`src/rtl/unary_pkg.sv`:
```
// Shared types for the unary bounds ALU: runtime function select and control FSM states.
package unary_pkg;

  typedef enum logic [1:0] {
    MUL = 2'd0,
    AVG = 2'd1,
    MIN = 2'd2,
    MAX = 2'd3
  } mode_e;

  typedef enum logic {
    IDLE = 1'b0,
    RUN  = 1'b1
  } state_e;

endpackage

```
`src/rtl/unary_bound_fn.sv`:
```
// Combinational monotone function f(p, q) on unary counts, evaluated at double width.
module unary_bound_fn
  import unary_pkg::*;
#(
  parameter int LEN = 32,
  parameter int CW  = $clog2(LEN) + 1
) (
  input  logic [CW-1:0] i_p,
  input  logic [CW-1:0] i_q,
  input  logic [1:0]    i_mode,
  output logic [CW-1:0] o_f
);

  localparam int SH = $clog2(LEN);
  localparam logic [2*CW-1:0] LEN_W = (2*CW)'(LEN);

  logic [2*CW-1:0] w_p;
  logic [2*CW-1:0] w_q;
  logic [2*CW-1:0] w_full;

  // Every mode maps [0,LEN]^2 into [0,LEN]; the clamp only guards the narrowing.
  function automatic logic [CW-1:0] sat_len(input logic [2*CW-1:0] v);
    if (v > LEN_W) begin
      return LEN_W[CW-1:0];
    end
    return v[CW-1:0];
  endfunction

  always_comb begin
    w_p    = {{CW{1'b0}}, i_p};
    w_q    = {{CW{1'b0}}, i_q};
    w_full = '0;
    case (mode_e'(i_mode))
      MUL:     w_full = (w_p * w_q) >> SH;
      AVG:     w_full = (w_p + w_q) >> 1;
      MIN:     w_full = (w_p < w_q) ? w_p : w_q;
      MAX:     w_full = (w_p > w_q) ? w_p : w_q;
      default: w_full = '0;
    endcase
  end

  assign o_f = sat_len(w_full);

endmodule

```
`src/rtl/unary_bounds_alu.sv`:
```
// Bounds-tracking unary ALU: emits each result bit as soon as partial inputs guarantee it.
module unary_bounds_alu
  import unary_pkg::*;
#(
  parameter int LEN      = 32,
  parameter int LOG2_LEN = $clog2(LEN),
  parameter int CW       = LOG2_LEN + 1
) (
  input  logic       clk,
  input  logic       reset,
  input  logic       start,
  input  logic [1:0] mode,
  input  logic       a,
  input  logic       a_valid,
  output logic       a_ready,
  input  logic       b,
  input  logic       b_valid,
  output logic       b_ready,
  output logic       y,
  output logic       y_valid,
  input  logic       y_ready,
  output logic       busy,
  output logic       done
);

  localparam logic [CW-1:0] LEN_C = CW'(LEN);

  state_e        r_state;
  state_e        w_state_nxt;
  mode_e         r_mode;
  logic [CW-1:0] r_a_ones, r_a_cnt, r_b_ones, r_b_cnt;
  logic [CW-1:0] r_y_ones, r_y_cnt;
  logic          r_y, r_y_valid, r_done;

  logic [CW-1:0] w_a_hi, w_b_hi, w_y_lo, w_y_hi, w_y_zeros, w_zero_room;
  logic          w_run, w_a_xfer, w_b_xfer, w_y_xfer, w_last_acc;
  logic          w_can_emit, w_emit_one, w_emit_zero;

  assign w_run = (r_state == RUN);

  // LEN is a power of two, so "count < LEN" is just the top counter bit being clear.
  assign a_ready = w_run && !r_a_cnt[LOG2_LEN] && !start;
  assign b_ready = w_run && !r_b_cnt[LOG2_LEN] && !start;

  assign w_a_xfer = a_valid && a_ready;
  assign w_b_xfer = b_valid && b_ready;
  assign w_y_xfer = r_y_valid && y_ready;

  assign w_a_hi = LEN_C - r_a_cnt + r_a_ones;
  assign w_b_hi = LEN_C - r_b_cnt + r_b_ones;

  unary_bound_fn #(.LEN(LEN), .CW(CW)) u_fn_lo (
    .i_p   (r_a_ones),
    .i_q   (r_b_ones),
    .i_mode(r_mode),
    .o_f   (w_y_lo)
  );

  unary_bound_fn #(.LEN(LEN), .CW(CW)) u_fn_hi (
    .i_p   (w_a_hi),
    .i_q   (w_b_hi),
    .i_mode(r_mode),
    .o_f   (w_y_hi)
  );

  assign w_y_zeros   = r_y_cnt - r_y_ones;
  assign w_zero_room = LEN_C - w_y_hi;
  assign w_can_emit  = w_run && !start && (!r_y_valid || y_ready) && !r_y_cnt[LOG2_LEN];
  assign w_emit_one  = w_can_emit && (r_y_ones < w_y_lo);
  assign w_emit_zero = w_can_emit && !w_emit_one && (w_y_zeros < w_zero_room);

  // The LEN-th bit is the one sitting in the output register once y_cnt has reached LEN.
  assign w_last_acc = w_run && !start && w_y_xfer && r_y_cnt[LOG2_LEN];

  always_comb begin
    w_state_nxt = r_state;
    if (start) begin
      w_state_nxt = RUN;
    end else if (w_last_acc) begin
      w_state_nxt = IDLE;
    end
  end

  always_ff @(posedge clk or negedge reset) begin
    if (!reset) begin
      r_state <= IDLE;
    end else begin
      r_state <= w_state_nxt;
    end
  end

  always_ff @(posedge clk or negedge reset) begin
    if (!reset) begin
      r_mode    <= MUL;
      r_a_ones  <= '0;
      r_a_cnt   <= '0;
      r_b_ones  <= '0;
      r_b_cnt   <= '0;
      r_y_ones  <= '0;
      r_y_cnt   <= '0;
      r_y       <= 1'b0;
      r_y_valid <= 1'b0;
      r_done    <= 1'b0;
    end else if (start) begin
      r_mode    <= mode_e'(mode);
      r_a_ones  <= '0;
      r_a_cnt   <= '0;
      r_b_ones  <= '0;
      r_b_cnt   <= '0;
      r_y_ones  <= '0;
      r_y_cnt   <= '0;
      r_y       <= 1'b0;
      r_y_valid <= 1'b0;
      r_done    <= 1'b0;
    end else begin
      if (w_a_xfer) begin
        r_a_cnt  <= r_a_cnt + CW'(1);
        r_a_ones <= r_a_ones + {{(CW-1){1'b0}}, a};
      end
      if (w_b_xfer) begin
        r_b_cnt  <= r_b_cnt + CW'(1);
        r_b_ones <= r_b_ones + {{(CW-1){1'b0}}, b};
      end
      if (w_emit_one || w_emit_zero) begin
        r_y       <= w_emit_one;
        r_y_valid <= 1'b1;
        r_y_cnt   <= r_y_cnt + CW'(1);
        r_y_ones  <= r_y_ones + {{(CW-1){1'b0}}, w_emit_one};
      end else if (w_y_xfer) begin
        r_y_valid <= 1'b0;
      end
      r_done <= w_last_acc;
    end
  end

  assign y       = r_y;
  assign y_valid = r_y_valid;
  assign busy    = w_run;
  assign done    = r_done;

endmodule

```
`config.mk`:
```
export PLATFORM = sky130hd
export DESIGN_NAME = unary_bounds_alu
export DESIGN_NICKNAME = d
export VERILOG_FILES = /design/src/rtl/unary_pkg.sv /design/src/rtl/unary_bound_fn.sv /design/src/rtl/unary_bounds_alu.sv
export SDC_FILE = /design/constraint.sdc
export NUM_CORES = 1
export LEC_CHECK = 0
export ABC_AREA = 1
export BUFFER_PORTS_ARGS = -buffer_cell sky130_fd_sc_hd__buf_2
export CORE_MARGIN = 1.5
export CORE_UTILIZATION = 61
export DETAILED_ROUTE_END_ITERATION = 10
export GPL_ROUTABILITY_DRIVEN = 0
export HOLD_SLACK_MARGIN = 0.02
export PLACE_DENSITY_LB_ADDON = 0.12
export SLEW_MARGIN = 0
export SYNTH_ARGS = -nofsm -noshare
export SYNTH_HDL_FRONTEND = slang
export SYNTH_SLANG_ARGS = --single-unit
```
`constraint.sdc`:
```
create_clock -name clk -period 9.6 [get_ports clk]
set_input_delay 0.96 -clock clk [delete_from_list [all_inputs] [get_ports clk]]
set_output_delay 0.96 -clock clk [all_outputs]
set_load 0.05 [all_outputs]
```
==> results by group <==
Global routing
  – Largest net degree at the start of global routing: 43
  – Gr usage total: 0.297
  – Vias in the first global route: ~5600
  – Global-route wire length before repair: 27200 um
  – Initial antenna violation count: 0
  – GR Overflow Total: 0

Placement
  – Worst slack, placed: 1.93 ns
  – PortBufs: 15
  – Final HPWL DP: 12600 um

Floorplan
  – Boundary Pins: 16
  – Std-Cell Rows: 38
  – Core region area: 0.0107 mm2
  – Die area: 0.0116 mm2
  – Die Height: 108 um
  – Overall die width: about 110 um
  – Starting Density: 0.622

Routing
  – Number of DRC markers in iteration 0: 415
  – Via count: 5982
  – WL per Instance: 14.1 um
  – Vias per inst: 5.34
  – Detail Route Antenna Nets: 0
  – DRC Markers: 0
  – Drt total wl: 15800 um
  – DRT Pass-1 Iters: 5

Yosys
  – Post-Synth Adder-Cell Area: 0.300
  – Area leader, netlist: ha_1
  – Largest family of logic cells by synthesized area: adder cells
  – Seq cells post-synth: 42
  – Syn Nets: 1127
  – Synth warn: 0
  – Count leader, synth: nand2_1
  – Yosys top cell area share: 0.189
  – Post-synthesis mux area share: 0
  – Synth Cell Area: 0.00668 mm2
  – Synth Area in XOR/XNOR: 0.0341
  – Syn_area_per_cell: around 6.8 um2
  – Share of flip-flops with an asynchronous set or reset: 1.00
  – Cell count after synthesis: 979
  – Synth top area cells: ha_1 (19%), dfrtp_1 (16%), nand2_1 (14%)
  – Area share of and/or/nand/nor cells after synthesis: 0.282
  – Synth Area in Compound Gates: 0.0978
  – Post-synth EDFFs: 0
  – Netlist cell types: 41
  – Seq/Total Area, Yosys: 0.157
  – Commonest cells in the synthesized netlist: nand2_1 (252), inv_1 (194), ha_1 (101)
  – Dominant synthesized flop cell: dfrtp_1

Outcome
  – Outcome: finished clean

STA
  – Highest clock rate: 130 MHz
  – Worst-Margin Slew: approximately 1.1 ns
  – Slew headroom: 0.249
  – Final Max Slew Viols: 0
  – Final setup violation count: 0
  – Fin crit period: 7.71 ns
  – Setup TNS: 0 ns
  – Hold Vio Cnt, Final: 0
  – Final hold slack: between 0.5 and 0.6 ns
  – Worst Clk Skew: 0.00518 ns
  – Unrepaired setup endpoints after global routing: false
  – Fin crit share: 0.804
  – Final setup margin: 1.89 ns

Clock tree
  – CTS resizes: 0
  – Postcts setup bufs: 0
  – Reg clk slew, reported paths: ~0.080 ns
  – CTS tree: done
  – Clock root buffer master: clkbuf_8
  – Clk buf depth: 2
  – Worst skew pair latency: 0.30 ns
  – H-tree depth: 2
  – Hold_buf cts: 0
  – CTS Buf Count: 5
  – Clock Sinks: 42

Setup path
  – Crit path top cell by count: nand2_1
  – Critical Setup Path Class: reg2reg
  – Critical R2R Launch: r_a_ones[1]
  – CP max-delay cell: dfrtp_1
  – Critical Path Fanout Max: 14
  – Critical Path RT: 9.84 ns
  – Max stage delay on crit path: 0.69 ns
  – Reg2reg end: r_y_cnt[3]
  – CP Capture Type: flip-flop
  – Worst reg2reg setup slack: 1.89 ns
  – CP arrival: 7.95 ns
  – CP startpoint kind: flip-flop
  – Worst R2R Path Depth: 35

Pwr
  – Leakage: 4.01 nW
  – Internal: around 0.55 mW
  – Max VDD drop: 179 uV
  – Sw Ratio: 0.528
  – Combinational Power Share: 0.699
  – Tot Pwr: around 1.2 mW
  – Clock power share: 0.119
  – Reg power frac: 0.182
  – P per Cell Area: ~170 mW/mm2
  – Sw power: 0.614 mW

Cells and area
  – Nets@finish: 1128
  – ANT cells: 0
  – Fillcell total: 1024
  – Final Util: 0.644
  – Synth-to-Final Area Change: 3.50%
  – Layout cells sized above 1: 0.0449

Min path
  – Hold_sp: r_b_cnt[3]
  – HP Class: reg2reg
  – Hold path endpoint: r_b_cnt[3]
  – Worst hold path cell count: 1

Flow run
  – Max-cap violations: 0
==> worst max-delay path: cells and delay by family (launching register included) <==
family / cells / cell delay [ns]
AO/OA/AOI/OAI: 3 / 0.70
XOR/XNOR: 1 / 0.54
adder cells (fa/ha/maj): 10 / 3.65
buffers and inverters: 3 / 0.16
flip-flops: 1 / 0.69
AND/OR/NAND/NOR: 18 / 1.94
==> state kept, by name, summed over array words and instances (netlist names) <==
name,cells
busy,1
done,1
y,1
r_b_cnt,6
r_y_cnt,6
r_b_ones,6
r_a_cnt,6
r_mode,2
y_valid,1
r_a_ones,6
r_y_ones,6
==> logic make-up (layout without fill, tap and decap cells) <==
kind of cell,count (synthesis),in the layout
adder cells (fa/ha/maj),138,138
buffers and inverters,217,219
AND/OR/NAND/NOR,438,438
flip-flops,42,42
AO/OA/AOI/OAI,118,118
XOR/XNOR,26,26
==> layer usage <==
| layer | vias up | global-route usage | wire length [um] |
|---|---|---|---|
| li1 | 3103 | - | - |
| met1 | 2670 | 0.454 | 7820 |
| met2 | 189 | 0.444 | 6650 |
| met3 | 20 | 0.0309 | 986 |
| met4 | 0 | 0.0789 | 336 |
| met5 | - | 0 | 0 |
==> cell usage in the layout (no fill, tap or decap), types with 15 or more instances in the layout <==
cell type / netlist / routed
a21oi_1: 44 / 44
ha_1: 101 / 101
fa_1: 37 / 37
dfrtp_1: 42 / 42
inv_1: 194 / 194
nand2_1: 252 / 252
nand3_1: 55 / 55
nand4_1: 22 / 22
o21ai_0: 45 / 45
xor2_1: 19 / 19
buf_2: 5 / 15
nor2_1: 72 / 72
==> stage by stage <==
step / cells / instance area, um2
global route: 1121 / 6920
global placement: 1113 / 6810
floorplan: 979 / 6680
CTS: 1121 / 6920
finish: 1121 / 6920
detailed placement: 1113 / 6810
==> how the worst max path moves through the flow <==
stage                      startpoint  cells past startpoint           to
after global placement    r_a_ones[1]                     35   r_y_cnt[4]
after floorplan           r_b_ones[1]                     41  r_y_ones[5]
after global routing      r_a_ones[1]                     37   r_y_cnt[2]
after detailed placement  r_a_ones[1]                     35   r_y_cnt[3]
after CTS                 r_a_ones[1]                     35   r_y_cnt[3]
final                     r_a_ones[1]                     35   r_y_cnt[3]
==> layout make-up <==
type                       instances  area (um2)  share of cell area
multi-input combinational        720        4770               0.690
timing repair buffer              15        75.1              0.0109
clock inverter                     1        30.0             0.00434
tap                              140         175              0.0253
clock buffer                       7        76.3              0.0110
inverter                         196         736               0.106
sequential                        42        1050               0.152
==> power groups by stage <==
| stage | clock network [mW] | registers (mW) | logic [mW] |
|---|---|---|---|
| 2_1_floorplan | 0 | 0.219 | 0.653 |
| 3_3_place_gp | 0 | 0.215 | 0.801 |
| 3_5_place_dp | 0 | 0.215 | 0.806 |
| 4_1_cts | 0.140 | 0.211 | 0.812 |
| 5_1_grt | 0.148 | 0.214 | 0.938 |
| 6_report | 0.139 | 0.212 | 0.813 |
(Power assumes the default switching activity.)
